[src/rtl/vga_pkg.sv]
// ---------------------------------------------------------------------------
// vga_pkg
// Shared definitions for the VGA timing generator:
//   - axis_state_t : 2-bit region encoding used by both the H and V axis FSMs
//   - VGA_*        : default 640x480 @ 60 Hz region lengths
//   - sync_level() : maps an axis region plus polarity to a sync pin level
// No ports (package).
// ---------------------------------------------------------------------------
package vga_pkg;

    typedef enum logic [1:0] {
        ST_DISPLAY = 2'd0,
        ST_FRONT   = 2'd1,
        ST_SYNC    = 2'd2,
        ST_BACK    = 2'd3
    } axis_state_t;

    localparam int VGA_H_DISPLAY = 640;
    localparam int VGA_H_FRONT   = 16;
    localparam int VGA_H_SYNC    = 96;
    localparam int VGA_H_BACK    = 48;
    localparam int VGA_V_DISPLAY = 480;
    localparam int VGA_V_FRONT   = 10;
    localparam int VGA_V_SYNC    = 2;
    localparam int VGA_V_BACK    = 33;

    // A sync pin sits at its active level only while its axis is in SYNC.
    function automatic logic sync_level(input axis_state_t st, input logic pol);
        return (st == ST_SYNC) ? pol : ~pol;
    endfunction

endpackage

[src/rtl/vga_axis_fsm.sv]
// ---------------------------------------------------------------------------
// vga_axis_fsm
// One timing axis (horizontal or vertical): a position counter that wraps at
// the sum of the four region lengths, a DISPLAY/FRONT/SYNC/BACK region FSM,
// and a scaled address that steps once every SCALE enabled steps while in
// DISPLAY and is held at zero elsewhere.
// Ports:
//   i_clk   : clock
//   i_rst_n : synchronous active-low reset
//   i_en    : advance enable (pixel tick for H, line end for V)
//   o_state : current region (registered)
//   o_addr  : scaled address within the display region (registered)
//   o_last  : high while the counter holds its final position
// ---------------------------------------------------------------------------
module vga_axis_fsm
    import vga_pkg::*;
#(
    parameter int DISPLAY = 640,
    parameter int FRONT   = 16,
    parameter int SYNC    = 96,
    parameter int BACK    = 48,
    parameter int SCALE   = 5,
    parameter int ADDR_W  = 7
) (
    input  logic              i_clk,
    input  logic              i_rst_n,
    input  logic              i_en,
    output axis_state_t       o_state,
    output logic [ADDR_W-1:0] o_addr,
    output logic              o_last
);

    localparam int TOTAL = DISPLAY + FRONT + SYNC + BACK;
    localparam int CNT_W = (TOTAL > 1) ? $clog2(TOTAL) : 1;
    localparam int SUB_W = (SCALE > 1) ? $clog2(SCALE) : 1;

    // Final count of each region; the FSM leaves a region on the step out of it.
    localparam logic [CNT_W-1:0] END_DISP  = CNT_W'(DISPLAY - 1);
    localparam logic [CNT_W-1:0] END_FRONT = CNT_W'(DISPLAY + FRONT - 1);
    localparam logic [CNT_W-1:0] END_SYNC  = CNT_W'(DISPLAY + FRONT + SYNC - 1);
    localparam logic [CNT_W-1:0] END_TOTAL = CNT_W'(TOTAL - 1);
    localparam logic [SUB_W-1:0] SUB_LAST  = SUB_W'(SCALE - 1);

    logic [CNT_W-1:0]  r_count;
    axis_state_t       r_state;
    logic [SUB_W-1:0]  r_sub;
    logic [ADDR_W-1:0] r_addr;
    logic              w_last;

    assign w_last  = (r_count == END_TOTAL);
    assign o_last  = w_last;
    assign o_state = r_state;
    assign o_addr  = r_addr;

    // Counter, region FSM and scaled address all move together on an enabled
    // step. The address is zeroed on the step that leaves DISPLAY so it is
    // already 0 for the first non-display position.
    always_ff @(posedge i_clk) begin
        if (!i_rst_n) begin
            r_count <= '0;
            r_state <= ST_DISPLAY;
            r_sub   <= '0;
            r_addr  <= '0;
        end else if (i_en) begin
            r_count <= w_last ? '0 : r_count + 1'b1;

            case (r_state)
                ST_DISPLAY: if (r_count == END_DISP)  r_state <= ST_FRONT;
                ST_FRONT:   if (r_count == END_FRONT) r_state <= ST_SYNC;
                ST_SYNC:    if (r_count == END_SYNC)  r_state <= ST_BACK;
                ST_BACK:    if (w_last)               r_state <= ST_DISPLAY;
                default:                              r_state <= ST_DISPLAY;
            endcase

            if ((r_state == ST_DISPLAY) && (r_count != END_DISP)) begin
                if (r_sub == SUB_LAST) begin
                    r_sub  <= '0;
                    r_addr <= r_addr + 1'b1;
                end else begin
                    r_sub  <= r_sub + 1'b1;
                end
            end else begin
                r_sub  <= '0;
                r_addr <= '0;
            end
        end
    end

endmodule

[src/rtl/vga_timing_gen.sv]
// ---------------------------------------------------------------------------
// vga_timing_gen
// VGA raster timing: horizontal and vertical axis FSMs with scaled pixel
// addresses, sync decode and line/frame pulses.
// Ports:
//   clk          : system clock
//   reset        : synchronous active-low reset
//   pixel_clk    : pixel-tick enable sampled on clk rising edge
//   hsync/vsync  : sync outputs, active level set by SYNC_POL
//   display_time : high when both axes are in their display region
//   hpixel/vpixel: scaled column/row address, 0 outside display
//   line_end     : one-clk pulse on the last pixel tick of a line
//   frame_start  : one-clk pulse on the tick that wraps to h=0,v=0
// ---------------------------------------------------------------------------
module vga_timing_gen
    import vga_pkg::*;
#(
    parameter int H_DISPLAY = VGA_H_DISPLAY,
    parameter int H_FRONT   = VGA_H_FRONT,
    parameter int H_SYNC    = VGA_H_SYNC,
    parameter int H_BACK    = VGA_H_BACK,
    parameter int V_DISPLAY = VGA_V_DISPLAY,
    parameter int V_FRONT   = VGA_V_FRONT,
    parameter int V_SYNC    = VGA_V_SYNC,
    parameter int V_BACK    = VGA_V_BACK,
    parameter int H_SCALE   = 5,
    parameter int V_SCALE   = 5,
    parameter int ADDR_W    = 7,
    parameter bit SYNC_POL  = 1'b0
) (
    input  logic              clk,
    input  logic              reset,
    input  logic              pixel_clk,
    output logic              hsync,
    output logic              vsync,
    output logic              display_time,
    output logic [ADDR_W-1:0] hpixel,
    output logic [ADDR_W-1:0] vpixel,
    output logic              line_end,
    output logic              frame_start
);

    axis_state_t w_h_state;
    axis_state_t w_v_state;
    logic        w_h_last;
    logic        w_v_last;
    logic        w_line_end;

    // Gated by reset so no pulse escapes while the counters are being cleared.
    assign w_line_end = reset & pixel_clk & w_h_last;

    vga_axis_fsm #(
        .DISPLAY (H_DISPLAY),
        .FRONT   (H_FRONT),
        .SYNC    (H_SYNC),
        .BACK    (H_BACK),
        .SCALE   (H_SCALE),
        .ADDR_W  (ADDR_W)
    ) u_h_axis (
        .i_clk   (clk),
        .i_rst_n (reset),
        .i_en    (pixel_clk),
        .o_state (w_h_state),
        .o_addr  (hpixel),
        .o_last  (w_h_last)
    );

    // The vertical axis steps once per line, on the line's final pixel tick.
    vga_axis_fsm #(
        .DISPLAY (V_DISPLAY),
        .FRONT   (V_FRONT),
        .SYNC    (V_SYNC),
        .BACK    (V_BACK),
        .SCALE   (V_SCALE),
        .ADDR_W  (ADDR_W)
    ) u_v_axis (
        .i_clk   (clk),
        .i_rst_n (reset),
        .i_en    (w_line_end),
        .o_state (w_v_state),
        .o_addr  (vpixel),
        .o_last  (w_v_last)
    );

    assign hsync        = sync_level(w_h_state, SYNC_POL);
    assign vsync        = sync_level(w_v_state, SYNC_POL);
    assign display_time = (w_h_state == ST_DISPLAY) && (w_v_state == ST_DISPLAY);
    assign line_end     = w_line_end;
    assign frame_start  = w_line_end & w_v_last;

endmodule

[config.mk]
export PLATFORM = sky130hd
export DESIGN_NAME = vga_timing_gen
export DESIGN_NICKNAME = d
export VERILOG_FILES = /design/src/rtl/vga_pkg.sv /design/src/rtl/vga_axis_fsm.sv /design/src/rtl/vga_timing_gen.sv
export SDC_FILE = /design/constraint.sdc
export NUM_CORES = 1
export LEC_CHECK = 0
export CELL_PAD_IN_SITES_DETAIL_PLACEMENT = 0
export CELL_PAD_IN_SITES_GLOBAL_PLACEMENT = 1
export CORE_AREA = 2 2 60 104
export DETAILED_ROUTE_END_ITERATION = 6
export DIE_AREA = 0 0 62 106
export GPL_ROUTABILITY_DRIVEN = 0
export MAX_ROUTING_LAYER = met4
export PLACE_DENSITY_LB_ADDON = 0.1
export SYNTH_ARGS = -nofsm -noshare
export SYNTH_HDL_FRONTEND = slang
export SYNTH_SLANG_ARGS = --single-unit
[constraint.sdc]
create_clock -name clk -period 3.74 [get_ports clk]
set_input_delay 0.561 -clock clk [delete_from_list [all_inputs] [get_ports clk]]
set_output_delay 0.561 -clock clk [all_outputs]
set_load 0.01 [all_outputs]
# Word level (Yosys, flattened, before mapping)
# Index checks and enable logic that the tools add are counted.
[word_totals]
register_bits = 44
input_bits = 3
elab_cells = 76
[op_classes]
n_addsub = 6
eq_ne = 28
n_mux = 22
bitwise_logic = 3
n_reduce_logical = 9
[op_table]
columns = ["operator", "count"]
rows = [
  ["equality test 10 bit (second input constant)", 5],
  ["equality test 10 x 9 -> 1 bit (second input constant)", 3],
  ["2-to-1 mux 7 bit", 4],
  ["adder 10 x 1 -> 10 bit (second input constant)", 2],
  ["2-to-1 mux 10 bit", 2],
  ["2-to-1 mux 2 bit", 8],
  ["inequality test 2 x 1 -> 1 bit (second input constant)", 8],
  ["one-hot mux 2 bit (4 select lines)", 2],
  ["adder 7 x 1 -> 7 bit (second input constant)", 2],
  ["2-to-1 mux 3 bit", 4],
  ["inequality test 10 bit (second input constant)", 1],
  ["inequality test 10 x 9 -> 1 bit (second input constant)", 1],
  ["AND reduction 5 bit", 2],
  ["equality test 2 bit (second input constant)", 4],
  ["adder 3 x 1 -> 3 bit (second input constant)", 2],
  ["equality test 3 bit (second input constant)", 2],
  ["equality test 2 x 1 -> 1 bit (second input constant)", 2],
  ["zero test 2 bit", 2],
  ["inequality test 2 bit (second input constant)", 2],
  ["AND reduction 2 bit", 2],
  ["bitwise AND 1 bit", 3],
  ["logical AND 1 bit", 3],
  ["2-to-1 mux 1 bit", 2],
]

# Depth between registers and ports, before layout
# Gate-level depths: netlist of the first run.
[logic_depth]
word_depth = 4
mapped_depth = 7

# Modules after synthesis
# Synthesis of the first run repeated with hierarchy kept, for this count alone.
[hier_totals]
hier_cells = 287
area_unflattened_um2 = 2499.9
[by_module_without_submodules]
columns = ["module", "n_inst", "cells_each", "area_each_um2"]
rows = [
  ["vga_axis_fsm at u_v_axis", 1, 140, 1238.7],
  ["vga_axis_fsm at u_h_axis", 1, 142, 1221.2],
  ["vga_timing_gen", 1, 5, 40.0],
]

# Least setup slack after synthesis of the first run
# No wires, ideal clock.
[synth_timing]
path_kind = "register to output"
from = "register u_h_axis.r_count[0]"
to = "output port frame_start"
arrival_time_ps = 1549
t_required_ps = 3179
path_slack_ps = 1630
stages_incl_launch_ff = 6
n_path_buf = 1
cell_sequence = "dfxtp_1 > ha_1 > nand3_2 > or4_4 > buf_6 > nor2_1"
[synth_via]
elab_chain_cells = 3
[synth_lines]
columns = ["element", "line_no", "rtl"]
rows = [
  ["from (decl)", "vga_axis_fsm.sv:44", "logic [CNT_W-1:0] r_count;"],
  ["from (signal assigned)", "vga_axis_fsm.sv:65", "r_count <= w_last ? '0 : r_count + 1'b1;"],
  ["equality test 10 bit", "vga_axis_fsm.sv:50", "assign w_last = (r_count == END_TOTAL);"],
  ["bitwise AND 1 bit", "vga_timing_gen.sv:50", "assign w_line_end = reset & pixel_clk & w_h_last;"],
  ["bitwise AND 1 bit", "vga_timing_gen.sv:89", "assign frame_start = w_line_end & w_v_last;"],
  ["to (decl)", "vga_timing_gen.sv:40", "output logic frame_start"],
]
# Every way passes these cells.

# Worst setup path after layout of the first run
[layout_timing]
from = "input port pixel_clk"
to = "output port line_end"
[layout_via]
elab_chain_cells = 2
[layout_lines]
columns = ["element", "line_no", "rtl"]
rows = [
  ["from (decl)", "vga_timing_gen.sv:33", "input logic pixel_clk,"],
  ["bitwise AND 1 bit (2 in series)", "vga_timing_gen.sv:50", ""],
  ["to (decl)", "vga_timing_gen.sv:39", "output logic line_end,"],
]
# Every way passes these cells.

==> impl_metrics.tcl, run 1 <==
set metrics [dict create \
    cp.depth 5 \
    cts_root_buf "clkbuf_8" \
    critPathCaptureType "output pin" \
    regArea_um2 880.8 \
    crit_type "in2out" \
    crit_buf_inv 3 \
    synth_warnings 0 \
    cap_violations 0 \
    synthCells 296 \
    syn_area_um2 2449 \
    crit_fanout 13 \
    pin_count 22 \
    hold_viol_final 0 \
    cts_hold_buf 0 \
    postCtsSetupBuffers 0 \
    critPathLaunchType "input pin" \
    hold_depth 2 \
    seq_area_frac_synth 0.3597 \
    rrSetupSlack_ns 1.44 \
    hp-start "u_h_axis.r_count[1]" \
    die_width_um 62 \
    clock_sinks 44 \
    port_buffers 21 \
    ys.flop_type "dfxtp_1" \
    final.setup.tns_ns 0 \
    multiInputGateArea_um2 1456 \
    area_growth_pct 15.79 \
    setup_violations 0 \
    rows 37 \
    drv_slew 0 \
    period_needed_ns 3.125 \
    drcViolationCount 0 \
    peakVddDrop_mv 0.2077 \
    crit_slowest_cell "or4_4" \
    drt-initial-drc-count 57 \
    slowest_delay_ns 0.63 \
    start_util 0.4231 \
    grt_use_total 0.1836 \
    slew_headroom 0.2351 \
    vias_per_cell 5.294 \
    hold_path_end "u_h_axis.r_count[1]" \
    path_common_cell "clkdlybuf4s50_1" \
    wl_per_cell_um 13.50 \
    r2r-start "u_h_axis.r_count[0]" \
    ys_ff_latch 44 \
    yosysUniqueCellTypes 51 \
    antenna_cells 0 \
    p_per_area_nw_per_um2 280.4 \
    cp_top_family "buffers and inverters" \
    arrival_ns 2.56 \
    final_layout_size_suffix_gt1_frac 0.05625 \
    ant_nets 0 \
    r2r_cells 7 \
    antenna_found_initial 0 \
    synth_edf_count 0 \
    hpwl_mm 4.048 \
    cts_resized 0 \
    overflow 0 \
    die_area_um2 6572 \
    nets 342 \
    cts_max_level 2 \
    clkLatencyLatePin_ns 0.29 \
    max_slew.worst_pin.slew_ns 1.129 \
    cts.path.max_buffers 2 \
    die_height_um 106 \
    status "completed" \
    cts_inserted_buffers 5 \
    firstDrtPassIters 4 \
    rsz0062_at_grt "no" \
    core_um2 5787 \
    path_clk_slew_ns 0.08 \
    synth_fp_nets 318 \
    grt_pass1_vias 1911 \
    grt_max_degree 23 \
    crit_required_ns 3.18 \
    total_power_mw 0.7950 \
    via_count 2107 \
    skew_ns 0.003610 \
    synth_area_per_cell_um2 8.272 \
    leakage_nw 0.9863 \
    r2r_end "u_v_axis.o_state[1]" \
    fillCellCount 600 \
    hold_class "reg2reg" \
    fin_crit_sh 0.8357 \
    clock.fmax_ghz 0.3200 \
    grt_pass1_wl_mm 8.942 \
    async_reset_ff_frac 0 \
    routed_wl_mm 5.372 \
    crit_chain "clkdlybuf4s50_1 > nand3_2 > or4_4 > inv_1 > clkdlybuf4s50_1" \
    cts_tree "built" \
    crit_start "pixel_clk" \
]
[cell usage in the layout (no fill, tap or decap), types with 2 or more instances in the layout]
cell type        count
clkbuf_8             5
clkdlybuf4s50_1     21
xor2_1               5
or4_1                3
nand3b_1             4
nor4_1               4
inv_1               20
nand2_1             20
nand3_1             17
o21ai_0             12
nor3_1              10
ha_1                19
nor2b_1              2
nor3b_1              4
buf_4                5
dfxtp_1             44
mux2i_1              3
nor2_1              40
a22oi_1              2
or3_1                2
xnor2_1             12
o31ai_1              3
nand2b_1             3
a31oi_1              2
nand4_1              7
a21oi_1             18
and2_1               3
and3_1               6
[worst reg2reg max path, stage by stage (launching register included)]
cell       delay (ns)
dfxtp_1          0.38
ha_1             0.26
nand3_2          0.13
or4_4            0.63
inv_1            0.21
nand2_1          0.13
a2111oi_4        0.28
mux2i_1          0.22
[power breakdown]
part | switching (mW) | internal (mW)
Sequential | 0.00395 | 0.472
Clock | 0.157 | 0.127
Combinational | 0.0217 | 0.0133
Total | 0.182 | 0.613
[metal layers]
layer	vias up	part of all wire	routed length, um	track usage
met3	9	0.018	99	0.03406
met5	-	0	0	-
li1	1084	-	-	-
met1	987	0.42	2260	0.1983
met2	27	0.54	2883	0.3132
met4	0	0.024	129	0.07599
[cells in the mapped netlist, types with 4 or more instances]
library cell  count  area share
dfxtp_1          44        0.36
nor2_1           40       0.061
inv_1            20       0.031
nand2_1          20       0.031
ha_1             19       0.097
a21oi_1          18       0.037
nand3_1          17       0.035
o21ai_0          12       0.025
xnor2_1          12       0.043
nor3_1           10       0.020
nand4_1           7       0.018
and3_1            6       0.015
clkbuf_1          5      0.0077
xor2_1            5       0.018
nand3b_1          4       0.012
nor3b_1           4       0.012
nor4_1            4       0.010
[stage by stage]
stage | hold slack, ns | instance area (um^2) | setup slack, ns | std cells | util
floorplan | 0.4537 | 2449 | 1.630 | 296 | -
global placement | 0.4741 | 2758 | 0.6274 | 391 | 0.4765
detailed placement | 0.4866 | 2758 | 0.6030 | 391 | 0.4765
CTS | 0.4989 | 2835 | 0.6048 | 398 | 0.4899
global route | 0.5304 | 2835 | 0.4974 | 398 | 0.4899
finish | 0.5005 | 2835 | 0.6146 | 398 | 0.4899
[cell type report]
type / count / area share
Clock buffer: 6 / 0.02560
Clock inverter: 1 / 0.001765
Inverter: 20 / 0.02648
Multi-Input combinational cell: 223 / 0.5137
Sequential cell: 44 / 0.3107
Tap cell: 78 / 0.03442
Timing Repair Buffer: 26 / 0.08738
[kinds of logic after synthesis]
| logic type | synth area share |
|---|---|
| and+or+nand+nor | 0.2928 |
| AOI/OAI and AO/OA | 0.1288 |
| DFF | 0.3597 |
| buffers and inverters | 0.04854 |
| adders and majority gates | 0.09709 |
| xor gates and xnor gates | 0.06081 |
| muxes | 0.01226 |
[worst max-delay path by stage]
| stage | endpoint | slack (ns) |
|---|---|---|
| final | line_end | 0.61 |
| after CTS | line_end | 0.60 |
| after global routing | line_end | 0.50 |
| after detailed placement | line_end | 0.60 |
| after global placement | line_end | 0.63 |
| after floorplan | frame_start | 1.63 |
[state kept, by name (all words and copies together) (netlist names)]
| signal | count |
|---|---|
| u_h_axis.o_state | 2 |
| u_h_axis.r_count | 10 |
| u_v_axis.o_addr | 7 |
| u_v_axis.r_count | 10 |
| u_v_axis.o_state | 2 |
| u_h_axis.o_addr | 7 |
| u_v_axis.r_sub | 3 |
| u_h_axis.r_sub | 3 |
(Power assumes the default switching activity.)
==> run 2: changes to the inputs <==
CORE_AREA = 2 2 61 105   (was 2 2 60 104)
DIE_AREA = 0 0 63 107   (was 0 0 62 106)
clock period = 3 ns   (was 3.74 ns; I/O delays follow)
==> run 2 against run 1 <==
- design area grew 2.4%
- clock skew grew 0.0033 ns
- via count grew 1.6%
- die area grew 2.6%
- clock-buffer cell count is the same
- core utilization grew 0.38 points
- first-iteration DRC count grew 72%
- sequential share of layout area shrank 0.72 points
- critical path type is now reg2out
==> impl_metrics.tcl, run 2 (synthesized netlist as in run 1, its figures left out) <==
set metrics [dict create \
    status "completed" \
    drv_slew 0 \
    hold_class "reg2reg" \
    hold_depth 2 \
    final_layout_size_suffix_gt1_frac 0.07362 \
    top_regs "u_h_axis.r_count x10, u_v_axis.r_count x10" \
    ant_nets 0 \
    grt_max_degree 23 \
    hp-start "u_h_axis.r_count[1]" \
    final.setup.tns_ns 0 \
    rrSetupSlack_ns 0.74 \
    cts_resized 0 \
    cts_root_buf "clkbuf_8" \
    p_per_area_nw_per_um2 376.9 \
    slowest_delay_ns 0.63 \
    wl_per_cell_um 13.23 \
    rsz0062_at_grt "no" \
    top_layer "met4" \
    path_clk_slew_ns 0.08 \
    postCtsSetupBuffers 0 \
    leakage_nw 1.024 \
    skew_ns 0.006910 \
    critPathLaunchType "register" \
    layout_common_cells "dfxtp_1 (44), nor2_1 (40), clkdlybuf4s50_1 (21), inv_1 (20), nand2_1 (20)" \
    routed_wl_mm 5.345 \
    stdcell_count 404 \
    clkLatencyLatePin_ns 0.30 \
    via_count 2141 \
    die_height_um 107 \
    slew_headroom 0.7026 \
    arrival_ns 2.37 \
    die_area_um2 6741 \
    nets 347 \
    cts_hold_buf 0 \
    setup_violations 0 \
    cap_violations 0 \
    final_common_cell "dfxtp_1" \
    drcViolationCount 0 \
    r2r_end "u_v_axis.o_state[1]" \
    peakVddDrop_mv 0.2162 \
    hold_viol_final 0 \
    wl_met1_mm 2.284 \
    antenna_found_initial 0 \
    clock.fmax_ghz 0.3547 \
    r2r-start "u_h_axis.r_count[0]" \
    hpwl_mm 3.924 \
    crit_required_ns 2.55 \
    grt_pass1_vias 2023 \
    cts_tree "built" \
    firstDrtPassIters 4 \
    grt_pass1_wl_mm 9.232 \
    core_um2 5879 \
    dp_cells 396 \
    r2r_cells 8 \
    grt_use_total 0.1736 \
    drt-initial-drc-count 98 \
    met2_wirelength_mm 2.842 \
    vias_per_cell 5.300 \
    start_util 0.4165 \
    wl_met3_um 125 \
    rows 37 \
    cts_inserted_buffers 5 \
    cts_max_level 2 \
    max_slew.worst_pin.slew_ns 0.4414 \
    pin_count 22 \
    area_growth_pct 18.55 \
    period_needed_ns 2.820 \
    fin_crit_sh 0.9399 \
    critPathCaptureType "output pin" \
    port_buffers 21 \
    crit_slowest_cell "or4_4" \
    clock_sinks 44 \
    cts.path.max_buffers 2 \
    crit_fanout 13 \
    crit_chain "ha_1 > nand3_2 > or4_4 > nor2_1 > clkdlybuf4s50_1" \
    antenna_cells 0 \
    hold_path_end "u_h_axis.r_count[1]" \
    die_width_um 63 \
    crit_type "reg2out" \
    overflow 0 \
]
-- run 2: changes by cell type in the layout (fill, tap and decap cells not counted) --
cell / change
bufinv_16: +1
buf_4: +5
-- run 2: where the power goes --
part	total [mW]	switching [mW]	internal [mW]
Sequential	0.594	0.00507	0.589
Combinational	0.0461	0.0278	0.0182
Clock	0.454	0.207	0.247
-- run 2: metal layers --
layer  GRT usage  vias to the layer above
met5           -                        -
met4     0.06667                        0
met3     0.02518                        6
met2      0.3191                       37
met1      0.1848                     1002
li1            -                     1096
-- run 2: layout make-up --
type / count / area, um^2
Inverter: 20 / 75.07
Clock inverter: 2 / 35.03
Fill cell: 612 / 2977
Sequential cell: 44 / 880.8
Clock buffer: 6 / 72.57
Timing Repair Buffer: 31 / 285.3
Multi-Input combinational cell: 223 / 1456
Tap cell: 78 / 97.59
-- run 2: through the flow --
| stage | instance area, um^2 | power [mW] | worst slack [ns] | hold slack (ns) | util |
|---|---|---|---|---|---|
| CTS | 2903 | 1.111 | 0.1760 | 0.5030 | 0.4937 |
| floorplan | 2449 | 0.6358 | 0.9198 | 0.4537 | - |
| global placement | 2795 | 0.6539 | 0.1880 | 0.4711 | 0.4754 |
| global route | 2903 | 1.136 | 0.08740 | 0.5263 | 0.4937 |
| finish | 2903 | 1.094 | 0.1804 | 0.5058 | 0.4937 |
| detailed placement | 2795 | 0.6541 | 0.1735 | 0.4923 | 0.4754 |
-- run 2: worst max path at each step --
stage	startpoint	endpoint	slack [ns]	cells past startpoint
2_1_floorplan	u_v_axis.r_count[0]	u_v_axis.o_addr[1]	0.92	7
3_3_place_gp	pixel_clk	frame_start	0.19	5
3_5_place_dp	pixel_clk	frame_start	0.17	5
4_1_cts	u_h_axis.r_count[0]	frame_start	0.18	5
5_1_grt	u_h_axis.r_count[0]	frame_start	0.09	5
6_report	u_h_axis.r_count[0]	frame_start	0.18	5
-- run 2: critical path, delay by kind of cell (launching register included) --
kind          cells  cell delay (ns)
simple gates      3             0.88
buf+inv           1             0.54
flops             1             0.39
fa+ha+maj         1             0.26
==> run 3: changes to the inputs <==
PLACE_DENSITY = 0.78   (was not set)
PLACE_DENSITY_LB_ADDON = not set   (was 0.1)
==> run 3 against run 2 <==
- register-to-register slack worse by 0.02 ns
- worst setup slack got worse by 0.0091 ns
- die area unchanged
- hold slack worse by 0.014 ns
- critical path type unchanged
==> impl_metrics.tcl, run 3 (synthesized netlist as in run 1, its figures left out) <==
set metrics [dict create \
    grt_use_total 0.1704 \
    layout_setup_ws_ns 0.1713 \
    vias_per_cell 5.209 \
    layout_common_cells "dfxtp_1 (44), nor2_1 (40), clkdlybuf4s50_1 (21), inv_1 (20), nand2_1 (20)" \
    clkLatencyLatePin_ns 0.30 \
    path_clk_slew_ns 0.10 \
    wl_met1_mm 2.203 \
    critPathCaptureType "output pin" \
    clock_sinks 44 \
    antenna_found_initial 0 \
    leakage_nw 1.015 \
    cts_root_buf "clkbuf_8" \
    drv_slew 0 \
    final_layout_size_suffix_gt1_frac 0.07099 \
    post-place-ws_ns 0.1649 \
    total_power_mw 1.113 \
    crit_fanout 13 \
    skew_ns 0.01288 \
    max_slew.worst_pin.slew_ns 0.4573 \
    final.setup.tns_ns 0 \
    crit_type "reg2out" \
    grt_pass1_wl_mm 9.135 \
    core_um2 5879 \
    cts_inserted_buffers 5 \
    rows 37 \
    cts_hold_buf 0 \
    wl_met3_um 140 \
    grt_pass1_vias 2056 \
    hold_class "reg2reg" \
    postCtsSetupBuffers 0 \
    overflow 0 \
    slew_headroom 0.6919 \
    antenna_cells 0 \
    ant_nets 0 \
    nets 345 \
    hold_viol_final 0 \
    met2_wirelength_mm 2.766 \
    die_width_um 63 \
    start_util 0.4165 \
    cts_tree "built" \
    fin_crit_sh 0.9429 \
    hpwl_mm 3.833 \
    period_needed_ns 2.829 \
    critPathLaunchType "register" \
    cts_resized 0 \
    setup_violations 0 \
    grt_max_degree 23 \
    wl_per_cell_um 12.85 \
    crit_required_ns 2.55 \
    clock.fmax_ghz 0.3535 \
    final_common_cell "dfxtp_1" \
    cts.path.max_buffers 2 \
    status "completed" \
    port_buffers 21 \
    drt-initial-drc-count 100 \
    timing.hold.ws_ns 0.4918 \
    peakVddDrop_mv 0.4104 \
    top_layer "met4" \
    cap_violations 0 \
    via_count 2094 \
    cts_max_level 2 \
    p_per_area_nw_per_um2 384.3 \
    rsz0062_at_grt "no" \
    pin_count 22 \
    arrival_ns 2.38 \
    die_area_um2 6741 \
    routed_wl_mm 5.167 \
    drcViolationCount 0 \
    die_height_um 107 \
    top_regs "u_h_axis.r_count x10, u_v_axis.r_count x10" \
    firstDrtPassIters 4 \
    area_growth_pct 18.24 \
]
## run 3: changes by cell type in the layout (fill, tap and decap cells not counted)
cell and change:
clkinv_2 -1, clkinvlp_4 +1, buf_4 -2, inv_6 +1
clkbuf_1 -1
## run 3: where the power goes
part           internal (mW)  switching, mW
sequential             0.589        0.00470
combinational         0.0181         0.0273
clock                  0.251          0.222
total                  0.858          0.254
## run 3: cell type report
class,count,area [um^2]
Clock buffer,5,68.82
Multi-Input combinational cell,223,1456
Sequential cell,44,880.8
Tap cell,78,97.59
Inverter,20,75.07
Timing Repair Buffer,29,270.3
Fill cell,613,2984
Clock inverter,3,46.29
## run 3: per-layer routing
layer,vias to the layer above,track usage
li1,1092,-
met1,963,0.1769
met2,33,0.3207
met3,6,0.03148
met4,0,0.05079
met5,-,-
## run 3: worst paths after layout
| path | from | end | slack, ns | cells past startpoint |
|---|---|---|---|---|
| worst max-delay path | u_h_axis.r_count[0] | frame_start | 0.17 | 5 |
| worst min-delay path | u_v_axis.r_sub[2] | u_v_axis.r_sub[2] | 0.49 | 2 |
| worst max register to register | u_h_axis.r_count[0] | u_v_axis.o_state[1] | 0.72 | 8 |
| worst min register to register | u_v_axis.r_sub[2] | u_v_axis.r_sub[2] | 0.49 | 2 |
## run 3: per-stage QoR
| stage | cells | area, um^2 | util |
|---|---|---|---|
| 2_1_floorplan | 296 | 2449 | - |
| 3_3_place_gp | 394 | 2780 | 0.4729 |
| 3_5_place_dp | 394 | 2780 | 0.4729 |
| 4_1_cts | 402 | 2895 | 0.4924 |
| 5_1_grt | 402 | 2895 | 0.4924 |
| 6_report | 402 | 2895 | 0.4924 |
## run 3: critical path, cell delays in order, from the launching register on
cell and delay (ns):
dfxtp_1 0.38, ha_1 0.25, nand3_2 0.13, or4_4 0.63
nor2_1 0.13, clkdlybuf4s50_1 0.55
